<file path="config.mk">
export PLATFORM = sky130hd
export DESIGN_NAME = instr_encoder_loader
export DESIGN_NICKNAME = d
export VERILOG_FILES = /design/src/rtl/instr_encoder_loader.sv
export SDC_FILE = /design/constraint.sdc
export NUM_CORES = 1
export LEC_CHECK = 0
export CORE_MARGIN = 2
export CORE_UTILIZATION = 44
export DETAILED_ROUTE_END_ITERATION = 6
export HOLD_SLACK_MARGIN = 0.12
export PLACE_DENSITY = 0.84
export SYNTH_ARGS = -nofsm -noshare
export SYNTH_HDL_FRONTEND = slang
export SYNTH_SLANG_ARGS = --single-unit
</file>
<file path="constraint.sdc">
create_clock -name clk -period 2.8 [get_ports clk]
set_input_delay 0.56 -clock clk [delete_from_list [all_inputs] [get_ports clk]]
set_output_delay 0.56 -clock clk [all_outputs]
set_load 0.03 [all_outputs]
</file>
<file path="src/rtl/instr_encoder_loader.sv">
// instr_encoder_loader: packs decoded RV32I fields into instruction words and streams them into imem
module instr_encoder_loader #(
  parameter int DEPTH = 64,
  parameter int AW = 32,
  parameter logic [AW-1:0] BASE_ADDR = '0,
  localparam int WW = $clog2(DEPTH + 1)
) (
  input  logic          clk,
  input  logic          rst,
  input  logic          start,
  input  logic          in_valid,
  output logic          in_ready,
  input  logic          in_last,
  input  logic [6:0]    in_opcode,
  input  logic [4:0]    in_rd,
  input  logic [4:0]    in_rs1,
  input  logic [4:0]    in_rs2,
  input  logic [2:0]    in_fn3,
  input  logic          in_fn7_5,
  input  logic [11:0]   in_imm,
  input  logic [19:0]   in_imm_uj,
  output logic          imem_we,
  output logic [AW-1:0] imem_addr,
  output logic [31:0]   imem_wdata,
  output logic          busy,
  output logic          done,
  output logic          illegal,
  output logic [WW-1:0] words
);
  typedef enum logic [1:0] {IDLE, LOAD, DONE} state_t;
  state_t state, state_next;
  logic fire, legal, restart;
  logic [31:0] enc;
  assign in_ready = state == LOAD;
  assign fire = in_valid & in_ready;
  assign restart = (state != LOAD) & start;
  assign busy = in_ready | imem_we;
  assign done = (state == DONE) & ~imem_we;
  // B and J immediates arrive in decoder order, so only a bit shuffle is needed here
  always_comb begin
    legal = 1'b1;
    enc = '0;
    case (in_opcode)
      7'b0110011: enc = {1'b0, in_fn7_5, 5'b0, in_rs2, in_rs1, in_fn3, in_rd, in_opcode};
      7'b0010011, 7'b0000011: enc = {in_imm, in_rs1, in_fn3, in_rd, in_opcode};
      7'b0100011: enc = {in_imm[11:5], in_rs2, in_rs1, in_fn3, in_imm[4:0], in_opcode};
      7'b1100011: enc = {in_imm[11], in_imm[9:4], in_rs2, in_rs1, in_fn3, in_imm[3:0], in_imm[10], in_opcode};
      7'b1101111: enc = {in_imm_uj[19], in_imm_uj[9:0], in_imm_uj[10], in_imm_uj[18:11], in_rd, in_opcode};
      7'b0110111: enc = {in_imm_uj, in_rd, in_opcode};
      default: legal = 1'b0;
    endcase
  end
  always_comb begin
    state_next = restart ? LOAD : state;
    if (fire && (in_last || (legal && words == WW'(DEPTH - 1)))) state_next = DONE;
  end
  always_ff @(posedge clk) begin
    if (rst) state <= IDLE;
    else state <= state_next;
  end
  always_ff @(posedge clk) begin
    if (rst) begin
      imem_we <= 1'b0;
      imem_addr <= BASE_ADDR;
      imem_wdata <= '0;
      words <= '0;
      illegal <= 1'b0;
    end else begin
      imem_we <= fire & legal;
      if (fire & legal) begin
        imem_addr <= BASE_ADDR + (AW'(words) << 2);
        imem_wdata <= enc;
        words <= words + WW'(1);
      end
      if (fire & ~legal) illegal <= 1'b1;
      if (restart) begin
        words <= '0;
        illegal <= 1'b0;
      end
    end
  end
endmodule

</file>
=== Yosys cells after proc, flatten, opt, wreduce, memory -nomap -nowiden ===
Index checks and enable logic that the tools add are counted.

* Register bits: 50
* Input port bits: 63
* Word-level logic and storage cells: 39

* Add/sub/neg operators: 1
* Reduce and logical (&&, ||, !) cells: 8
* Eq/ne operators: 11
* Bitwise logic cells: 8
* Muxes and demuxes: 4

{| class="wikitable"
|+ Operator list
! cell !! count
|-
| one-hot mux 32 bit (6 select lines) || 1
|-
| == test 7 x 6 -> 1 bit (second input constant) || 4
|-
| == test 7 bit (second input constant) || 2
|-
| adder 7 x 1 -> 7 bit (second input constant) || 1
|-
| == test 7 x 2 -> 1 bit (second input constant) || 1
|-
| == test 7 x 5 -> 1 bit (second input constant) || 1
|-
| OR reduction 7 bit || 1
|-
| OR reduction 2 bit || 3
|-
| AND 1 bit || 5
|-
| 2-to-1 mux 2 bit || 2
|-
| == test 2 x 1 -> 1 bit (second input constant) || 1
|-
| == test 2 bit (second input constant) || 1
|-
| logical AND 1 bit || 2
|-
| inequality test 2 x 1 -> 1 bit (second input constant) || 1
|-
| inverter 1 bit || 2
|-
| nonzero test 2 bit || 1
|-
| logical OR 1 bit || 1
|-
| 2-to-1 mux 1 bit || 1
|-
| bitwise OR 1 bit || 1
|}

=== Depth between registers and ports, before layout ===
* Word-level depth: 7
* Mapped depth: 9
* Mapped depth without buffers: 6

=== Least setup slack after synthesis ===
Ideal clock, no wire load.

* Path kind: in2reg
* Start: in in_opcode[5]
* End: reg imem_wdata[22]
* Cell stages on the path: 6
* Slack: 0.754 ns
* Data arrival time: 1.966 ns
* Setup time: 0.080 ns
* Path through: buf_2 nand3_1 a2111oi_1 a22o_1 a221oi_1 a211oi_2

* Longest elaborated chain between the ends: 4
* Elaborated cells on any way between the ends: 12

{| class="wikitable"
|+ RTL lines
! item !! RTL line !! RTL
|-
| start: declaration || 14 || <nowiki>input logic [6:0] in_opcode,</nowiki>
|-
| == test 7 x 6 -> 1 bit, or another cell as far along || 43 || <nowiki>case (in_opcode)</nowiki>
|-
| OR reduction 7 bit (no line) || n/a ||
|-
| 2-to-1 mux 1 bit || 43 ||
|-
| AND 1 bit || 70 || <nowiki>if (fire & legal) begin</nowiki>
|-
| end signal: assignment || 72 || <nowiki>imem_wdata <= enc;</nowiki>
|-
| end: declaration || 24 || <nowiki>output logic [31:0] imem_wdata,</nowiki>
|}

Parallel ways exist; a longest one is shown, timed or not.
A chain may end at the register's enable or synchronous reset.

=== Worst setup path after layout ===
* Start: in in_opcode[4]
* End: reg imem_wdata[10]

The elaborated chain is that of the path after synthesis.

==> results.yml <==
global_route:
  grt_overflow: 0
  antenna_found_initial: 0
  grt_max_degree: 35
  first_global_vias: 2792
  grt_usage_pct: 24.2
  grt_pass1_wl_um: 13800
layout:
  num_antenna_cells: 0
  syn_to_final_growth_pct: 46.3
  multi_input_area_um2: 1550
  regArea_um2: 1000
  fin_util_pct: 65.6
  final_nets: 518
  drive_gt1_share_pct: 10.3
  final_common_cell: "clkdlybuf4s50_1"
  final_area_um2: 4120
  fillers: 539
  layoutNonFillerInstCount: 532
  layout_common_cells: "112 x clkdlybuf4s50_1, 50 x dfxtp_1, 45 x nor2_1, 35 x nand2_1, 25 x conb_1"
setup_path:
  cp_max_fo: 19
  reg2reg_depth: 6
  worstSetupPathType: "input pin to flip-flop"
  start_kind: "input pin"
  critPathSlowestCell: "o31ai_4"
  r2r_setup_slack_ps: 830
  worst_setup_path_end_kind: "flip-flop"
  r2r_start: "state[1]$_SDFFE_PP0P_"
  r2r-end: "words[5]$_SDFFE_PP0P_"
  required_ps: 3040
  crit_path_start: "in_opcode[4]"
  cp.arrival_ps: 2710
  max_stage_delay_ps: 650
  cp_cell_sequence: "clkdlybuf4s50_1, and4b_1, and2_1, o31ai_4, buf_4, a211oi_1, nor3_1"
floorplanning:
  dieHeight_um: 84.0
  dieArea_um2: 7050
  ios: 139
  initial_utilization_pct: 44.8
  die_w_um: 84.0
  row_count: 29
  fp.coreArea_um2: 6280
place:
  gp_congestion: 0.924
  dp_cells: 524
  dpl.hpwl_um: 6800
  placed_area_um2: 3980
  portBuffers: 113
  place_ws_ps: 54.5
power_and_ir_drop:
  leakagePower_nw: 1.43
  ir_drop_mv: 0.304
  total_power_mw: 1.62
  pwr_density_cell_nw_per_um2: 392
detailed_routing:
  routed-via-count: 2999
  drtPass1Iterations: 6
  ant_nets: 0
  routed_via_density: 5.64
  drc: 0
  routedWlPerCell_um: 16.5
  drt_iter0_drc: 236
  routed_wl_um: 8760
synthesis:
  netlist_instances: 337
  synth_area_per_cell_um2: 8.35
  async_reset_ff_share_pct: 0
  synth-seq-cells: 50
  synthFlopType: "dfxtp_1"
  ys_types: 50
  synth_area_um2: 2810
  synth_edf_count: 0
  yosysSeqAreaShare_pct: 35.6
  yosys_warnings: 0
clock_tree:
  clockBufferDepth: 2
  ctsHtreeMaxLevel: 2
  cts_tree: "built"
  cts_resized: 0
  cts_made_buffers: 5
  cts_hold_buffers: 0
  numClockSinks: 50
  clockRootBuffer: "clkbuf_8"
  clk-insertion-delay-late_ps: 310
  cts.clk_slew.worst_paths_ps: 100
  cts_setup_buffers: 0
sta:
  timing.fmax_mhz: 404
  finalMaxSlewViolations: 0
  layout_setup_ws_ps: 327
  finalHoldViolCount: 0
  fin_skew_ps: 6.57
  setup_viol: 0
  hold_slack_ps: 459
  slew_headroom_pct: 51.5
  final.setup.tns_ps: 0
  worstMarginPinSlew_ps: 728
  fin_crit_sh_pct: 88.3
  fin_crit_ps: 2470
  rsz0062_at_grt: "false"
run:
  maxCapViolCount: 0
hold_path:
  hp-start: "imem_addr[5]$_SDFFE_PP0P_"
  min_to: "imem_addr[5]$_SDFFE_PP0P_"
  min_path_cells: 2
  hold_path.class: "flip-flop to flip-flop"
status:
  run_status: "finished clean"
==> synthesized netlist by cell type (4+ instances only) <==
master    count  area [um2]
a22o_1        9        78.8
a211oi_1      6        45.0
and3_1        5        31.3
a311oi_1      7        61.3
a21oi_1      18        90.1
clkbuf_1     11        41.3
a221oi_1      6        52.6
a222oi_1      4        40.0
nand2_1      35         131
nand3_1       7        35.0
and2_1        4        25.0
o31ai_1       4        30.0
buf_4        27         203
nor2_1       45         169
nor3_1       13        65.1
dfxtp_1      50        1000
buf_2         5        25.0
mux2i_1       6        60.1
buf_6         5        56.3
nor2b_1       4        25.0
a22oi_1      10        75.1
a211oi_2      9         113
inv_1         5        18.8
==> cell type report <==
| type | count | share of cell area (%) |
|---|---|---|
| Clock inverter | 3 | 1.67 |
| Clock buffer | 5 | 1.67 |
| Timing Repair Buffer | 136 | 31.8 |
| Multi-Input combinational cell | 256 | 37.7 |
| Inverter | 5 | 0.456 |
| Tap cell | 77 | 2.34 |
| Sequential cell | 50 | 24.3 |
==> state kept, by name (all words and copies together), names as in the netlist <==
| register | cells |
|---|---|
| illegal | 1 |
| imem_addr | 7 |
| imem_wdata | 32 |
| imem_we | 1 |
| state | 2 |
| words | 7 |
==> worst max-delay path, delay by kind of cell <==
family                 cells  cell delay [ps]
AO/OA/AOI/OAI              2              700
buffers and inverters      2              850
AND/OR/NAND/NOR            3              590
==> worst max-delay path by stage <==
stage | end | depth (start not counted) | slack (ps)
final | imem_wdata[10]$_SDFFE_PP0P_ | 7 | 330
after CTS | imem_wdata[8]$_SDFFE_PP0P_ | 7 | 330
after global placement | imem_wdata[7]$_SDFFE_PP0P_ | 7 | 110
after floorplan | imem_wdata[22]$_SDFFE_PP0P_ | 6 | 750
after global routing | imem_wdata[8]$_SDFFE_PP0P_ | 7 | 200
after detailed placement | imem_wdata[8]$_SDFFE_PP0P_ | 7 | 50
==> routing by layer <==
metal / GRT usage (%) / part of all wire [%]
met2: 41.7 / 50
met3: 3.86 / 6.2
met5: 0 / 0
met4: 9.24 / 2.5
met1: 30.3 / 41
==> power by group <==
group / internal (mW) / leakage, nW / switching (mW)
Clock: 0.358 / 0.0683 / 0.255
Sequential: 0.717 / 0.403 / 0.00381
Combinational: 0.128 / 0.962 / 0.155
Total: 1.20 / 1.43 / 0.413
==> logic make-up after synthesis <==
group / count (synthesis) / share of synthesized area [%]
DFF: 50 / 35.6
buffers and inverters: 55 / 12.5
muxes: 6 / 2.13
and+or+nand+nor: 132 / 22.3
xor gates and xnor gates: 1 / 0.311
adders and majority gates: 1 / 0.445
AOI/OAI and AO/OA: 91 / 26.6
other: 1 / 0.133
Power figures use the tool's default switching activity.
